**src/rtl/frame_sequencer_if.sv**
```systemverilog
// -----------------------------------------------------------------------------
// frame_sequencer_if
// Bundles the run control, ADC strobe, stage handshakes and status of the
// frame sequencer.
//   master : the sequencer side (drives frame_ready, the start pulses, status)
//   slave  : the surrounding front-end (drives enable, sample_valid, the done
//            pulses and clear_err)
// Signals:
//   enable, sample_valid, clear_err          run control / sample strobe / error clear
//   win_done, fft_done, feat_done            stage completion pulses
//   frame_ready, win_start, fft_start,
//   feat_start                               one-cycle pulses from the sequencer
//   busy, frame_count, overrun,
//   overrun_count, timeout_err               status
// -----------------------------------------------------------------------------
interface frame_sequencer_if;
    logic        enable;
    logic        sample_valid;
    logic        clear_err;
    logic        win_done;
    logic        fft_done;
    logic        feat_done;
    logic        frame_ready;
    logic        win_start;
    logic        fft_start;
    logic        feat_start;
    logic        busy;
    logic [15:0] frame_count;
    logic        overrun;
    logic [7:0]  overrun_count;
    logic        timeout_err;

    modport master (
        input  enable, sample_valid, clear_err, win_done, fft_done, feat_done,
        output frame_ready, win_start, fft_start, feat_start, busy,
               frame_count, overrun, overrun_count, timeout_err
    );

    modport slave (
        output enable, sample_valid, clear_err, win_done, fft_done, feat_done,
        input  frame_ready, win_start, fft_start, feat_start, busy,
               frame_count, overrun, overrun_count, timeout_err
    );
endinterface

```
**src/rtl/frame_sequencer.sv**
```systemverilog
// -----------------------------------------------------------------------------
// frame_sequencer
// Counts ADC sample strobes to find complete (overlapping) frames in the
// framing buffer, then runs window -> FFT -> feature stages with start/done
// pulse handshakes. Frames arriving while the chain is busy are dropped and
// counted; a stage that never answers is aborted by a watchdog.
// Ports:
//   clk  : system clock
//   rst  : asynchronous, active-high reset
//   bus  : frame_sequencer_if.master (control, handshakes, status)
// -----------------------------------------------------------------------------
module frame_sequencer #(
    parameter int FRAME_LEN   = 256,
    parameter int HOP_LEN     = 128,
    parameter int TIMEOUT_CYC = 65535
) (
    input  logic               clk,
    input  logic               rst,
    frame_sequencer_if.master  bus
);
    localparam int CNT_W = $clog2(FRAME_LEN + 1);
    localparam int WD_W  = $clog2(TIMEOUT_CYC + 1);

    localparam logic [CNT_W-1:0] FILL_TERM = CNT_W'(FRAME_LEN - 1);
    localparam logic [CNT_W-1:0] HOP_TERM  = CNT_W'(HOP_LEN - 1);
    localparam logic [WD_W-1:0]  WD_LAST   = WD_W'(TIMEOUT_CYC - 1);
    localparam logic [WD_W-1:0]  WD_MAX    = WD_W'(TIMEOUT_CYC);

    typedef enum logic [1:0] {IDLE, WIN, FFT, FEAT} state_t;

    state_t           state_q, state_d;
    logic [CNT_W-1:0] cnt_q, cnt_d;
    logic             fill_q, fill_d;
    logic [WD_W-1:0]  wdog_q, wdog_d;
    logic             frame_ready_q, frame_ready_d;
    logic             win_start_q, win_start_d;
    logic             fft_start_q, fft_start_d;
    logic             feat_start_q, feat_start_d;
    logic [15:0]      frame_count_q, frame_count_d;
    logic             overrun_q, overrun_d;
    logic [7:0]       overrun_count_q, overrun_count_d;
    logic             timeout_q, timeout_d;

    logic             frame_event;
    logic             stage_done;
    logic             drop;
    logic             tout;

    function automatic logic [7:0] sat_inc8(input logic [7:0] v);
        return (v == 8'hFF) ? v : v + 8'd1;
    endfunction

    // Sample counter: FRAME_LEN samples for the first frame after a (re)start,
    // then a new frame every HOP_LEN samples.
    always_comb begin
        cnt_d       = cnt_q;
        fill_d      = fill_q;
        frame_event = 1'b0;
        if (!bus.enable) begin
            cnt_d  = '0;
            fill_d = 1'b1;
        end else if (bus.sample_valid) begin
            if (cnt_q == (fill_q ? FILL_TERM : HOP_TERM)) begin
                cnt_d       = '0;
                fill_d      = 1'b0;
                frame_event = 1'b1;
            end else begin
                cnt_d = cnt_q + 1'b1;
            end
        end
    end

    always_comb begin
        stage_done = (state_q == WIN  && bus.win_done) ||
                     (state_q == FFT  && bus.fft_done) ||
                     (state_q == FEAT && bus.feat_done);
    end

    // Stage sequencing and watchdog. A done pulse always beats the watchdog;
    // the error is raised as the count reaches TIMEOUT_CYC and the stage is
    // abandoned on the following cycle.
    always_comb begin
        state_d       = state_q;
        wdog_d        = wdog_q;
        frame_ready_d = 1'b0;
        win_start_d   = 1'b0;
        fft_start_d   = 1'b0;
        feat_start_d  = 1'b0;
        frame_count_d = frame_count_q;
        drop          = 1'b0;
        tout          = 1'b0;
        if (state_q == IDLE) begin
            wdog_d = '0;
            if (frame_event) begin
                state_d       = WIN;
                frame_ready_d = 1'b1;
                win_start_d   = 1'b1;
            end
        end else if (stage_done) begin
            wdog_d = '0;
            case (state_q)
                WIN: begin
                    state_d     = FFT;
                    fft_start_d = 1'b1;
                    drop        = frame_event;
                end
                FFT: begin
                    state_d      = FEAT;
                    feat_start_d = 1'b1;
                    drop         = frame_event;
                end
                default: begin
                    // FEAT finishing frees the chain in time to accept a
                    // frame arriving in the same cycle.
                    frame_count_d = frame_count_q + 16'd1;
                    if (frame_event) begin
                        state_d       = WIN;
                        frame_ready_d = 1'b1;
                        win_start_d   = 1'b1;
                    end else begin
                        state_d = IDLE;
                    end
                end
            endcase
        end else begin
            drop = frame_event;
            if (wdog_q == WD_MAX) begin
                state_d = IDLE;
                wdog_d  = '0;
            end else begin
                wdog_d = wdog_q + 1'b1;
                tout   = (wdog_q == WD_LAST);
            end
        end
    end

    // Error flags: a new event in the clearing cycle wins over the clear.
    always_comb begin
        overrun_d       = overrun_q;
        overrun_count_d = overrun_count_q;
        timeout_d       = timeout_q;
        if (bus.clear_err) begin
            overrun_d       = 1'b0;
            overrun_count_d = '0;
            timeout_d       = 1'b0;
        end
        if (drop) begin
            overrun_d       = 1'b1;
            overrun_count_d = bus.clear_err ? 8'd1 : sat_inc8(overrun_count_q);
        end
        if (tout) begin
            timeout_d = 1'b1;
        end
    end

    always_ff @(posedge clk or posedge rst) begin
        if (rst) begin
            state_q         <= IDLE;
            cnt_q           <= '0;
            fill_q          <= 1'b1;
            wdog_q          <= '0;
            frame_ready_q   <= 1'b0;
            win_start_q     <= 1'b0;
            fft_start_q     <= 1'b0;
            feat_start_q    <= 1'b0;
            frame_count_q   <= '0;
            overrun_q       <= 1'b0;
            overrun_count_q <= '0;
            timeout_q       <= 1'b0;
        end else begin
            state_q         <= state_d;
            cnt_q           <= cnt_d;
            fill_q          <= fill_d;
            wdog_q          <= wdog_d;
            frame_ready_q   <= frame_ready_d;
            win_start_q     <= win_start_d;
            fft_start_q     <= fft_start_d;
            feat_start_q    <= feat_start_d;
            frame_count_q   <= frame_count_d;
            overrun_q       <= overrun_d;
            overrun_count_q <= overrun_count_d;
            timeout_q       <= timeout_d;
        end
    end

    assign bus.frame_ready   = frame_ready_q;
    assign bus.win_start     = win_start_q;
    assign bus.fft_start     = fft_start_q;
    assign bus.feat_start    = feat_start_q;
    assign bus.busy          = (state_q != IDLE);
    assign bus.frame_count   = frame_count_q;
    assign bus.overrun       = overrun_q;
    assign bus.overrun_count = overrun_count_q;
    assign bus.timeout_err   = timeout_q;

endmodule

```
**src/flat_wrapper.sv**
```systemverilog
// flat-port wrapper written by rule: the top's interface ports become plain ports
module frame_sequencer_flat 
#(
    parameter int FRAME_LEN   = 256,
    parameter int HOP_LEN     = 128,
    parameter int TIMEOUT_CYC = 65535
)
  (clk, rst, bus_enable, bus_sample_valid, bus_clear_err, bus_win_done, bus_fft_done, bus_feat_done, bus_frame_ready, bus_win_start, bus_fft_start, bus_feat_start, bus_busy, bus_frame_count, bus_overrun, bus_overrun_count, bus_timeout_err);
  frame_sequencer_if bus_i ();
  input  logic clk;
  input  logic rst;
  input wire logic [$bits(bus_i.enable)-1:0] bus_enable;
  input wire logic [$bits(bus_i.sample_valid)-1:0] bus_sample_valid;
  input wire logic [$bits(bus_i.clear_err)-1:0] bus_clear_err;
  input wire logic [$bits(bus_i.win_done)-1:0] bus_win_done;
  input wire logic [$bits(bus_i.fft_done)-1:0] bus_fft_done;
  input wire logic [$bits(bus_i.feat_done)-1:0] bus_feat_done;
  output wire logic [$bits(bus_i.frame_ready)-1:0] bus_frame_ready;
  output wire logic [$bits(bus_i.win_start)-1:0] bus_win_start;
  output wire logic [$bits(bus_i.fft_start)-1:0] bus_fft_start;
  output wire logic [$bits(bus_i.feat_start)-1:0] bus_feat_start;
  output wire logic [$bits(bus_i.busy)-1:0] bus_busy;
  output wire logic [$bits(bus_i.frame_count)-1:0] bus_frame_count;
  output wire logic [$bits(bus_i.overrun)-1:0] bus_overrun;
  output wire logic [$bits(bus_i.overrun_count)-1:0] bus_overrun_count;
  output wire logic [$bits(bus_i.timeout_err)-1:0] bus_timeout_err;
  assign bus_i.enable = bus_enable;
  assign bus_i.sample_valid = bus_sample_valid;
  assign bus_i.clear_err = bus_clear_err;
  assign bus_i.win_done = bus_win_done;
  assign bus_i.fft_done = bus_fft_done;
  assign bus_i.feat_done = bus_feat_done;
  assign bus_frame_ready = bus_i.frame_ready;
  assign bus_win_start = bus_i.win_start;
  assign bus_fft_start = bus_i.fft_start;
  assign bus_feat_start = bus_i.feat_start;
  assign bus_busy = bus_i.busy;
  assign bus_frame_count = bus_i.frame_count;
  assign bus_overrun = bus_i.overrun;
  assign bus_overrun_count = bus_i.overrun_count;
  assign bus_timeout_err = bus_i.timeout_err;
  frame_sequencer #(.FRAME_LEN(FRAME_LEN), .HOP_LEN(HOP_LEN), .TIMEOUT_CYC(TIMEOUT_CYC)) u_core (.clk(clk), .rst(rst), .bus(bus_i));
endmodule
```
**config.mk**
```make
export PLATFORM = sky130hd
export DESIGN_NAME = frame_sequencer_flat
export DESIGN_NICKNAME = d
export VERILOG_FILES = /design/src/rtl/frame_sequencer_if.sv /design/src/rtl/frame_sequencer.sv /design/src/flat_wrapper.sv
export SDC_FILE = /design/constraint.sdc
export NUM_CORES = 1
export LEC_CHECK = 0
export BUFFER_PORTS_ARGS = -buffer_cell sky130_fd_sc_hd__buf_4
export CORE_MARGIN = 2
export CORE_UTILIZATION = 25
export CTS_CLUSTER_SIZE = 24
export DETAILED_ROUTE_END_ITERATION = 7
export GPL_TIMING_DRIVEN = 0
export PLACE_DENSITY = 0.45
export SYNTH_ARGS = -nofsm -noshare
export SYNTH_HDL_FRONTEND = slang
export SYNTH_SLANG_ARGS = --single-unit
```
**constraint.sdc**
```tcl
create_clock -name clk -period 2.2 [get_ports clk]
set_clock_uncertainty 0.15 [all_clocks]
set_input_delay 0.22 -clock clk [delete_from_list [all_inputs] [get_ports clk]]
set_output_delay 0.22 -clock clk [all_outputs]
set_load 0.05 [all_outputs]
```
* Yosys cells after proc, flatten, opt, wreduce, memory -nomap -nowiden *
Index checks and enable logic that the tools add are counted.

operators by class
  muxes and demuxes = 42
  reduce and logical (&&, ||, !) cells = 15
  equality and inequality tests = 11
  add/subtract/negate cells = 4
  bitwise gates (word level) = 2

operators with widths
  kind                                           count
  2-to-1 mux 16 bit                              3
  2-to-1 mux 8 bit                               5
  adder 16 x 1 -> 16 bit, second input constant  2
  == test 16 bit, second input constant          2
  2-to-1 mux 9 bit                               3
  2-to-1 mux 1 bit                               26
  adder 9 x 1 -> 9 bit, second input constant    1
  == test 9 bit                                  1
  adder 8 x 1 -> 8 bit, second input constant    1
  == test 8 bit, second input constant           1
  2-to-1 mux 2 bit                               4
  != test 2 x 1 -> 1 bit, second input constant  3
  AND reduction 2 bit                            3
  nonzero test 2 bit                             3
  == test 2 bit, second input constant           2
  one-hot mux 2 bit (2 select lines)             1
  logical AND 1 bit                              3
  AND reduction 3 bit                            1
  nonzero test 3 bit                             1
  == test 2 x 1 -> 1 bit, second input constant  1
  zero test 2 bit                                1
  logical OR 1 bit                               2
  != test 2 bit, second input constant           1
  NOT 1 bit                                      2
  OR reduction 2 bit                             1

storage, ports and cells
  register bits = 57
  word-level logic and storage cells = 85
  output and inout port bits = 31
  input bits = 8

* Longest topological paths before layout *
Gate-level depths: netlist (run 1).

  depth after elaboration = 10
  mapped depth = 8
  mapped depth without buffers = 7

* Worst setup path before layout (run 1) *
OpenSTA, ideal clock, no wires.

  kind = reg-to-reg
  from = register u_core.overrun_count_q[0] (netlist: u_core.bus.overrun_count[0])
  to = register u_core.overrun_count_q[0] (netlist: u_core.bus.overrun_count[0])
  setup time = 0.078 ns
  arrival = 1.889 ns
  cell stages (with the launch flop) = 7
  data required time = 1.972 ns
  period minus slack after synthesis = 2.117 ns
  path buffers = 0
  path slack = 0.083 ns
  path through = dfrtp_1 ha_1 nand3_1 nor3_1 nor3_2 mux2_2 a21oi_1

between the ends
  longest elaborated chain between the ends = 4
  elaborated cells between the ends (all ways) = 7
  classes of those cells = 1 x add/sub; 2 x eq/ne; 3 x mux; 1 x reduce/logical

RTL lines
  what                    line                    source
  from (decl)             frame_sequencer.sv:41   logic [7:0] overrun_count_q, overrun_count_d;
  from (signal assigned)  frame_sequencer.sv:181  overrun_count_q <= overrun_count_d;
  adder 8 x 1 -> 8 bit    frame_sequencer.sv:50   return (v == 8'hFF) ? v : v + 8'd1;
  2-to-1 mux 8 bit        frame_sequencer.sv:50
  2-to-1 mux 8 bit        frame_sequencer.sv:149  overrun_count_d = bus.clear_err ? 8'd1 : sat_inc8(overrun_count_q);
  2-to-1 mux 8 bit        frame_sequencer.sv:147  if (drop) begin

Parallel ways exist; a longest one is shown, timed or not. The select of a mux whose other input is x is not followed.
A chain may end at the register's enable or synchronous reset.

* Worst setup path in the final report (run 1) *
  from = register u_core.cnt_q[0]
  to = register u_core.overrun_count_q[4] (netlist: u_core.bus.overrun_count[4])

between the ends
  longest elaborated chain between the ends = 9
  elaborated cells between the ends (all ways) = 10
  classes of those cells = 1 x eq/ne; 7 x mux; 2 x reduce/logical

RTL lines
  what                           line                    source
  from (decl)                    frame_sequencer.sv:32   logic [CNT_W-1:0] cnt_q, cnt_d;
  from (signal assigned)         frame_sequencer.sv:172  cnt_q <= cnt_d;
  == test 9 bit (*)              frame_sequencer.sv:63   if (cnt_q == (fill_q ? FILL_TERM : HOP_TERM)) begin
  2-to-1 mux 1 bit (*)           frame_sequencer.sv:63
  2-to-1 mux 1 bit (*)           frame_sequencer.sv:62   end else if (bus.sample_valid) begin
  2-to-1 mux 1 bit (*)           frame_sequencer.sv:59   if (!bus.enable) begin
  2-to-1 mux 1 bit               frame_sequencer.sv:101  case (state_q)
  2-to-1 mux 1 bit (*)           frame_sequencer.sv:99   end else if (stage_done) begin
  2-to-1 mux 1 bit (*)           frame_sequencer.sv:92   if (state_q == IDLE) begin
  nonzero test 2 bit (no line)   -
  AND reduction 2 bit (no line)  -

Mark *: on every way between the ends. The rest lies on a longest branch, timed or not.

==> reports/results.env, run 1 <==
LAYOUT.CELLS.MOST_COMMON_LIST='55 x sky130_fd_sc_hd__dfrtp_1, 40 x sky130_fd_sc_hd__buf_4, 37 x sky130_fd_sc_hd__nor2_1, 22 x sky130_fd_sc_hd__nand3_1, 21 x sky130_fd_sc_hd__xnor2_1'
IR_DROP_mV=0.388
CTS.PATH.MAX_BUFFERS=2
CLOCK_SLEW_AT_REPORTED_PATH_FFS_PS=50
MAX-SLEW-MARGIN-REL=0.605
DETAILEDROUTE.FIRSTITERATIONVIOLATIONS=97
YOSYS.AREA.TOP_TYPE='sky130_fd_sc_hd__dfrtp_1'
CLKLATENCYLATEPIN_PS=330
SETUP.WORST_PATH.CLASS='flip-flop to flip-flop'
POST_DP_CELL_AREA_UM2=3330
WORST_PATH_MAX_DELAY_CELL='sky130_fd_sc_hd__dfrtp_1'
YS_SEQ_ELEMENTS=57
ANT_NETS=0
SYNTH.AREA.TOP_CELLS='sky130_fd_sc_hd__dfrtp_1 49%, sky130_fd_sc_hd__xnor2_1 6.4%, sky130_fd_sc_hd__xor2_1 5.2%, sky130_fd_sc_hd__nor2_1 4.8%, sky130_fd_sc_hd__ha_1 3.9%'
TIMING_HOLD_VIOLATIONS_FINAL=0
ANTENNA_CELLS=0
FP-ROW-COUNT=39
CTS_ROOT_BUF='sky130_fd_sc_hd__clkbuf_16'
ROUTED_WIRELENGTH_UM=6150
DOMINANTREGCELLSYNTH='sky130_fd_sc_hd__dfrtp_1'
LAYOUT.CORE_UTILIZATION=0.327
DESIGN.DIE.AREA_UM2=12300
FF2FF_SETUP_SLACK_PS=120
SYNTH-EDFF-COUNT=0
FINALINSTANCEAREA_UM2=3700
SETUP_VIOLATING_ENDPOINT_COUNT_IN_THE_FINAL_REPORT=0
FINALWORSTPATHREQUIREDPERIOD_PS=2080
DRV_CAP=0
NUMCTSBUFFERS=9
CP_CELL_SEQUENCE='ha_1 > and3_1 > nand4_2 > nor3_2 > a21oi_1 > a31o_2'
NUMPORTBUFFERS=36
SYNTH.TOP_CELL.AREA_SHARE=0.489
RUN_STATUS='finished clean'
LAYOUT-DRIVE-GT1-SHARE=0.223
TRITONCTS='done'
H_TREE_DEPTH=3
GRT.TOTAL_USAGE=0.105
CTS.SINK_COUNT=57
YOSYSWARNINGCOUNT=0
ASYNC_RESET_FF_FRAC=1.00
YOSYSSEQAREASHARE=0.498
CORE_UM2=11300
POST_DRT_VIA_CELL_RATIO=4.54
GRT_FIRST_PASS_WIRELENGTH_UM=10400
GP_CONGESTION=0.741
DIE_WIDTH_UM=111
GRT_REMAINING_OVERFLOW=0
DR.PASS1.ITERS=5
CELLPOWERDENSITY_nW_PER_UM2=935
FMAXACHIEVABLE_MHz=481
MOST_FREQUENT_STANDARD_CELL_IN_THE_LAYOUT_EXCLUDING_FILL_AND_TAP_CELLS='sky130_fd_sc_hd__dfrtp_1'
SLEW_VIOL_FINAL=0
FIRST_GLOBAL_VIAS=2132
WORST-ENDPOINT-REQUIRED_PS=2270
DRC_ERRORS=0
INITIAL_UTILIZATION=0.253
SYNTH_FP_NETS=297
AREAGROWTHSYNTHTOFINISH_PCT=29.1
UNREPAIRED_SETUP_ENDPOINTS_AFTER_GLOBAL_ROUTING='true'
FLOORPLAN.IO_PINS=39
ROUTED-VIA-COUNT=2177
WORSTHOLDPATHTYPE='input pin to flip-flop'
LONGEST_INDIVIDUAL_STAGE_DELAY_ON_THE_WORST_PATH_PS=380
NUM-NETS-FINAL=350
START_KIND='flip-flop'
SYNTH.AVG_CELL_AREA_UM2=10.2
PIN_COUNT_OF_THE_BIGGEST_NET_ENTERING_GLOBAL_ROUTING=34
WORST_SETUP_PATH_END_KIND='flip-flop'
FLOORPLAN.DIE.HEIGHT_UM=111
TIMING.FINAL.CRIT_SHARE=0.946
AVERAGE_WIRE_LENGTH_PER_CELL_AFTER_DETAIL_ROUTING_UM=12.8
POST-DP-HPWL_UM=4270
SYN-CELL-AREA_UM2=2870
WORST_PIN_SLEW_PS=586
CP_DATA_ARRIVAL_TIME_PS=2150
GRT_ANTENNA_BEFORE_REPAIR=0
SYNTH.DISTINCT_CELLS=53
POWER.LEAKAGE_nW=1.65
SYN_INST=280
CRITICAL_PATH.MAX_FANOUT=7
path summary, 6_finish.rpt:
path / from / endpoint / depth (start not counted)
setup / recovery: u_core.cnt_q[0] / u_core.bus.overrun_count[4] / 6
hold / removal: bus_clear_err / u_core.bus.overrun_count[1] / 2
setup reg to reg: u_core.cnt_q[0] / u_core.bus.overrun_count[4] / 6
hold reg to reg: u_core.bus.frame_count[15] / u_core.bus.frame_count[15] / 1
max in group asynchronous: rst / u_core.fill_q / 4
min in group asynchronous: rst / u_core.bus.frame_count[15] / 3
stage by stage:
stage	hold WS, ps	std cells	setup slack, ps	total power, mW	TNS [ps]
6_report	94.3	480	120	3.46	0
5_1_grt	96.6	480	-23.7	3.67	-29.2
4_1_cts	88.9	478	29.3	3.43	0
3_5_place_dp	175	460	-58.1	2.16	-522
3_3_place_gp	315	459	-474	2.15	-27080
2_1_floorplan	140	280	83.1	1.91	0
per-layer routing:
| metal | track usage | up-vias | share of wire |
|---|---|---|---|
| met1 | 0.139 | 1044 | 0.47 |
| li1 | - | 1084 | - |
| met2 | 0.158 | 38 | 0.46 |
| met3 | 0.0361 | 11 | 0.046 |
| met4 | 0.0444 | 0 | 0.018 |
| met5 | 0 | - | 0 |
power breakdown:
part           switching, mW  internal, mW  total (mW)  leakage, nW
combinational          0.602         0.395       0.997        0.754
clock                  0.439         0.785        1.22        0.124
sequential            0.0995          1.14        1.24        0.775
total                   1.14          2.32        3.46         1.65
registers in the layout (all words and copies together), names as in the netlist:
| name | flops |
|---|---|
| u_core.bus.frame_count | 16 |
| u_core.bus.timeout_err | 1 |
| u_core.cnt_q | 9 |
| u_core.wdog_q | 16 |
| u_core.state_q | 2 |
| u_core.bus.overrun_count | 8 |
| u_core.bus.overrun | 1 |
| u_core.bus.fft_start | 1 |
| u_core.bus.frame_ready | 1 |
| u_core.bus.feat_start | 1 |
| u_core.fill_q | 1 |
cell families after synthesis:
kind of cell               Yosys count  share of synthesized area
muxes                                5                     0.0183
AOI/OAI and AO/OA                   26                     0.0651
and+or+nand+nor                    128                      0.232
DFF                                 57                      0.498
buffers and inverters               17                     0.0306
adders and majority gates            9                     0.0393
xor gates and xnor gates            38                      0.116
worst max-delay path: cells and delay by family (launching register included):
kind	cells	cell delay, ps
simple gates	3	800
flops	1	380
compound gates	2	340
fa+ha+maj	1	300
Yosys cell counts (2+ instances only):
cell                       count
sky130_fd_sc_hd__nor4b_1       2
sky130_fd_sc_hd__nand2b_1      2
sky130_fd_sc_hd__and2_1        3
sky130_fd_sc_hd__nand3_1      22
sky130_fd_sc_hd__mux2_2        2
sky130_fd_sc_hd__nor3_1        7
sky130_fd_sc_hd__o21ai_0       4
sky130_fd_sc_hd__and3_1        7
sky130_fd_sc_hd__inv_1        11
sky130_fd_sc_hd__clkbuf_1      2
sky130_fd_sc_hd__xnor2_1      21
sky130_fd_sc_hd__nor2b_1       4
sky130_fd_sc_hd__nand2_1      19
sky130_fd_sc_hd__xor2_1       17
sky130_fd_sc_hd__a21oi_1       6
sky130_fd_sc_hd__and4_1        3
sky130_fd_sc_hd__mux2i_1       3
sky130_fd_sc_hd__ha_1          9
sky130_fd_sc_hd__dfrtp_1      56
sky130_fd_sc_hd__nand4_1      11
sky130_fd_sc_hd__nor2_1       37
final cells by class:
cell class | count | area (µm²)
buffer | 6 | 46.3
clock buffer | 15 | 258
fill | 1167 | 7620
inverter | 11 | 41.3
multi-input combinational | 206 | 1410
sequential | 57 | 1430
tap | 143 | 179
timing repair buffer | 42 | 333
what timing repair did:
action | CTS | global route
endpoints found under the setup margin | 14 | 20
hold endpoints to repair | 25 | 0
hold buffers | 2 | 0
pin swaps | 1 | 4
buffers inserted | 1 | 2
resized for setup | 1 | 13
(Power assumes the default switching activity.)
==> run 2: changes to the inputs <==
Settings changed: CORE_MARGIN 2 to not set, CORE_UTILIZATION 25 to 50, PLACE_DENSITY 0.45 to 0.75.
==> reports/results.env, run 2 (synthesized netlist as in run 1, its figures left out) <==
GRT_ANTENNA_BEFORE_REPAIR=0
TIMING.FINAL.CRIT_SHARE=0.945
NUMPORTBUFFERS=36
H_TREE_DEPTH=3
SETUP.WORST_PATH.CLASS='flip-flop to flip-flop'
REG2REG_TO='u_core.wdog_q[8]'
CP_DATA_ARRIVAL_TIME_PS=2190
FINALINSTANCEAREA_UM2=3540
SETUP_WS_FINAL_PS=121
DR.PASS1.ITERS=4
FINALNONFILLERCELLS=410
DRV_CAP=0
AVERAGE_WIRE_LENGTH_PER_CELL_AFTER_DETAIL_ROUTING_UM=14.1
LAYOUT-DRIVE-GT1-SHARE=0.219
POST_DRT_VIA_CELL_RATIO=5.38
TIMING_HOLD_VIOLATIONS_FINAL=0
DIE_WIDTH_UM=77.7
POST_DP_CELL_AREA_UM2=3250
FILLERS=460
GRT_REMAINING_OVERFLOW=0
MIN-DELAY-START='bus_clear_err'
CELLPOWERDENSITY_nW_PER_UM2=929
ROUTED-VIA-COUNT=2204
ROUTED_WIRELENGTH_UM=5770
CTS.SINK_COUNT=57
AREAGROWTHSYNTHTOFINISH_PCT=23.5
FLOORPLAN.DIE.HEIGHT_UM=77.7
RR_WORST_DEPTH=7
PLACED_CELLS_INCL_TAPS=389
INITIAL_UTILIZATION=0.520
NUM-NETS-FINAL=350
ANTENNA_CELLS=0
GP_CONGESTION=0.814
CTS_ROOT_BUF='sky130_fd_sc_hd__clkbuf_8'
POST-PLACE-WS_PS=-39.3
FIRST_GLOBAL_VIAS=2222
LAYOUT.CORE_UTILIZATION=0.643
GRT.TOTAL_USAGE=0.208
WORST_PIN_SLEW_PS=628
FINALWORSTPATHREQUIREDPERIOD_PS=2080
WORST-ENDPOINT-REQUIRED_PS=2310
TRITONCTS='done'
POWER.LEAKAGE_nW=1.65
DESIGN.DIE.AREA_UM2=6040
CRITICAL_PATH.MAX_FANOUT=10
ANT_NETS=0
PIN_COUNT_OF_THE_BIGGEST_NET_ENTERING_GLOBAL_ROUTING=33
MAX-SLEW-MARGIN-REL=0.577
SLEW_VIOL_FINAL=0
R2R-START='u_core.state_q[1]'
START_KIND='flip-flop'
IR_DROP_mV=0.629
RUN_STATUS='finished clean'
GRT_FIRST_PASS_WIRELENGTH_UM=9830
WORST_SETUP_PATH_END_KIND='flip-flop'
LAYOUT.CELLS.MOST_COMMON_LIST='56 x sky130_fd_sc_hd__dfrtp_1, 40 x sky130_fd_sc_hd__buf_4, 37 x sky130_fd_sc_hd__nor2_1, 22 x sky130_fd_sc_hd__nand3_1, 21 x sky130_fd_sc_hd__xnor2_1'
WORSTHOLDPATHTYPE='input pin to flip-flop'
CORE_UM2=5510
HOLD_DEPTH=2
FF2FF_SETUP_SLACK_PS=120
POST-DP-HPWL_UM=3960
CTS.PATH.MAX_BUFFERS=2
MOST_FREQUENT_STANDARD_CELL_IN_THE_LAYOUT_EXCLUDING_FILL_AND_TAP_CELLS='sky130_fd_sc_hd__dfrtp_1'
DETAILEDROUTE.FIRSTITERATIONVIOLATIONS=72
SETUP_VIOLATING_ENDPOINT_COUNT_IN_THE_FINAL_REPORT=0
CLOCK_SLEW_AT_REPORTED_PATH_FFS_PS=70
FP-ROW-COUNT=27
NUMCTSBUFFERS=9
DRC_ERRORS=0
FLOORPLAN.IO_PINS=39
CLKLATENCYLATEPIN_PS=330
MIN_DELAY_ENDPOINT='u_core.bus.overrun_count[1]'
FMAXACHIEVABLE_MHz=481
-- run 2: cell count changes in the layout (fill, tap and decap cells not counted), sizes merged --
cell      before  now
bufinv         0    2
clkinv         0    2
clkbuf        18   14
clkinvlp       0    1
-- run 2: critical path, stage by stage (launching register included) --
cell and delay, ps:
sky130_fd_sc_hd__dfrtp_1 420, sky130_fd_sc_hd__ha_1 280, sky130_fd_sc_hd__a222oi_1 400, sky130_fd_sc_hd__inv_1 130
sky130_fd_sc_hd__a211o_1 250, sky130_fd_sc_hd__buf_6 140, sky130_fd_sc_hd__buf_8 130, sky130_fd_sc_hd__nor2_1 100
-- run 2: cell type report --
cell class / instances / area (µm²) / share of cell area
Multi-Input combinational cell: 206 / 1370 / 0.388
Clock buffer: 11 / 151 / 0.0428
Sequential cell: 57 / 1430 / 0.403
Clock inverter: 5 / 77.6 / 0.0219
Tap cell: 72 / 90.1 / 0.0255
Timing Repair Buffer: 42 / 333 / 0.0941
Buffer: 6 / 46.3 / 0.0131
Inverter: 11 / 41.3 / 0.0117
-- run 2: worst max-delay path by stage --
| stage | startpoint | end | slack (ps) | cells after the start |
|---|---|---|---|---|
| 4_1_cts | u_core.state_q[0] | u_core.bus.overrun_count[4] | 60 | 7 |
| 3_3_place_gp | rst | u_core.bus.overrun_count[3] | -290 | 2 |
| 2_1_floorplan | u_core.bus.overrun_count[0] | u_core.bus.overrun_count[0] | 80 | 6 |
| 5_1_grt | u_core.state_q[1] | u_core.bus.overrun_count[1] | -10 | 7 |
| 3_5_place_dp | u_core.state_q[0] | u_core.wdog_q[8] | -40 | 8 |
| 6_report | u_core.state_q[1] | u_core.wdog_q[8] | 120 | 7 |
-- run 2: power by group --
part	switching (mW)	internal [mW]	total (mW)	leakage, nW
clock	0.422	0.695	1.12	0.115
combinational	0.578	0.362	0.940	0.756
sequential	0.0958	1.14	1.23	0.776
total	1.09	2.19	3.29	1.65
-- run 2: stage by stage --
step           TNS (ps)  total power [mW]  hold slack (ps)
6_report              0              3.29             81.1
5_1_grt           -31.1              3.46              120
4_1_cts               0              3.28             69.4
3_5_place_dp       -303              2.15              179
3_3_place_gp     -16010              2.11              302
2_1_floorplan         0              1.91              140
-- run 2: timing repair --
| action | CTS | global route |
|---|---|---|
| endpoints found under the setup margin | 13 | 23 |
| buffers inserted | 1 | 2 |
| hold buffers | 2 | 0 |
| gates resized for setup | 0 | 5 |
| pin swaps | 1 | 3 |
| hold endpoints to repair | 25 | 0 |
-- run 2: layer usage --
layer / track usage / share of wire
met4: 0.0811 / 0.012
met1: 0.257 / 0.44
met5: 0 / 0
met3: 0.0753 / 0.037
met2: 0.331 / 0.51
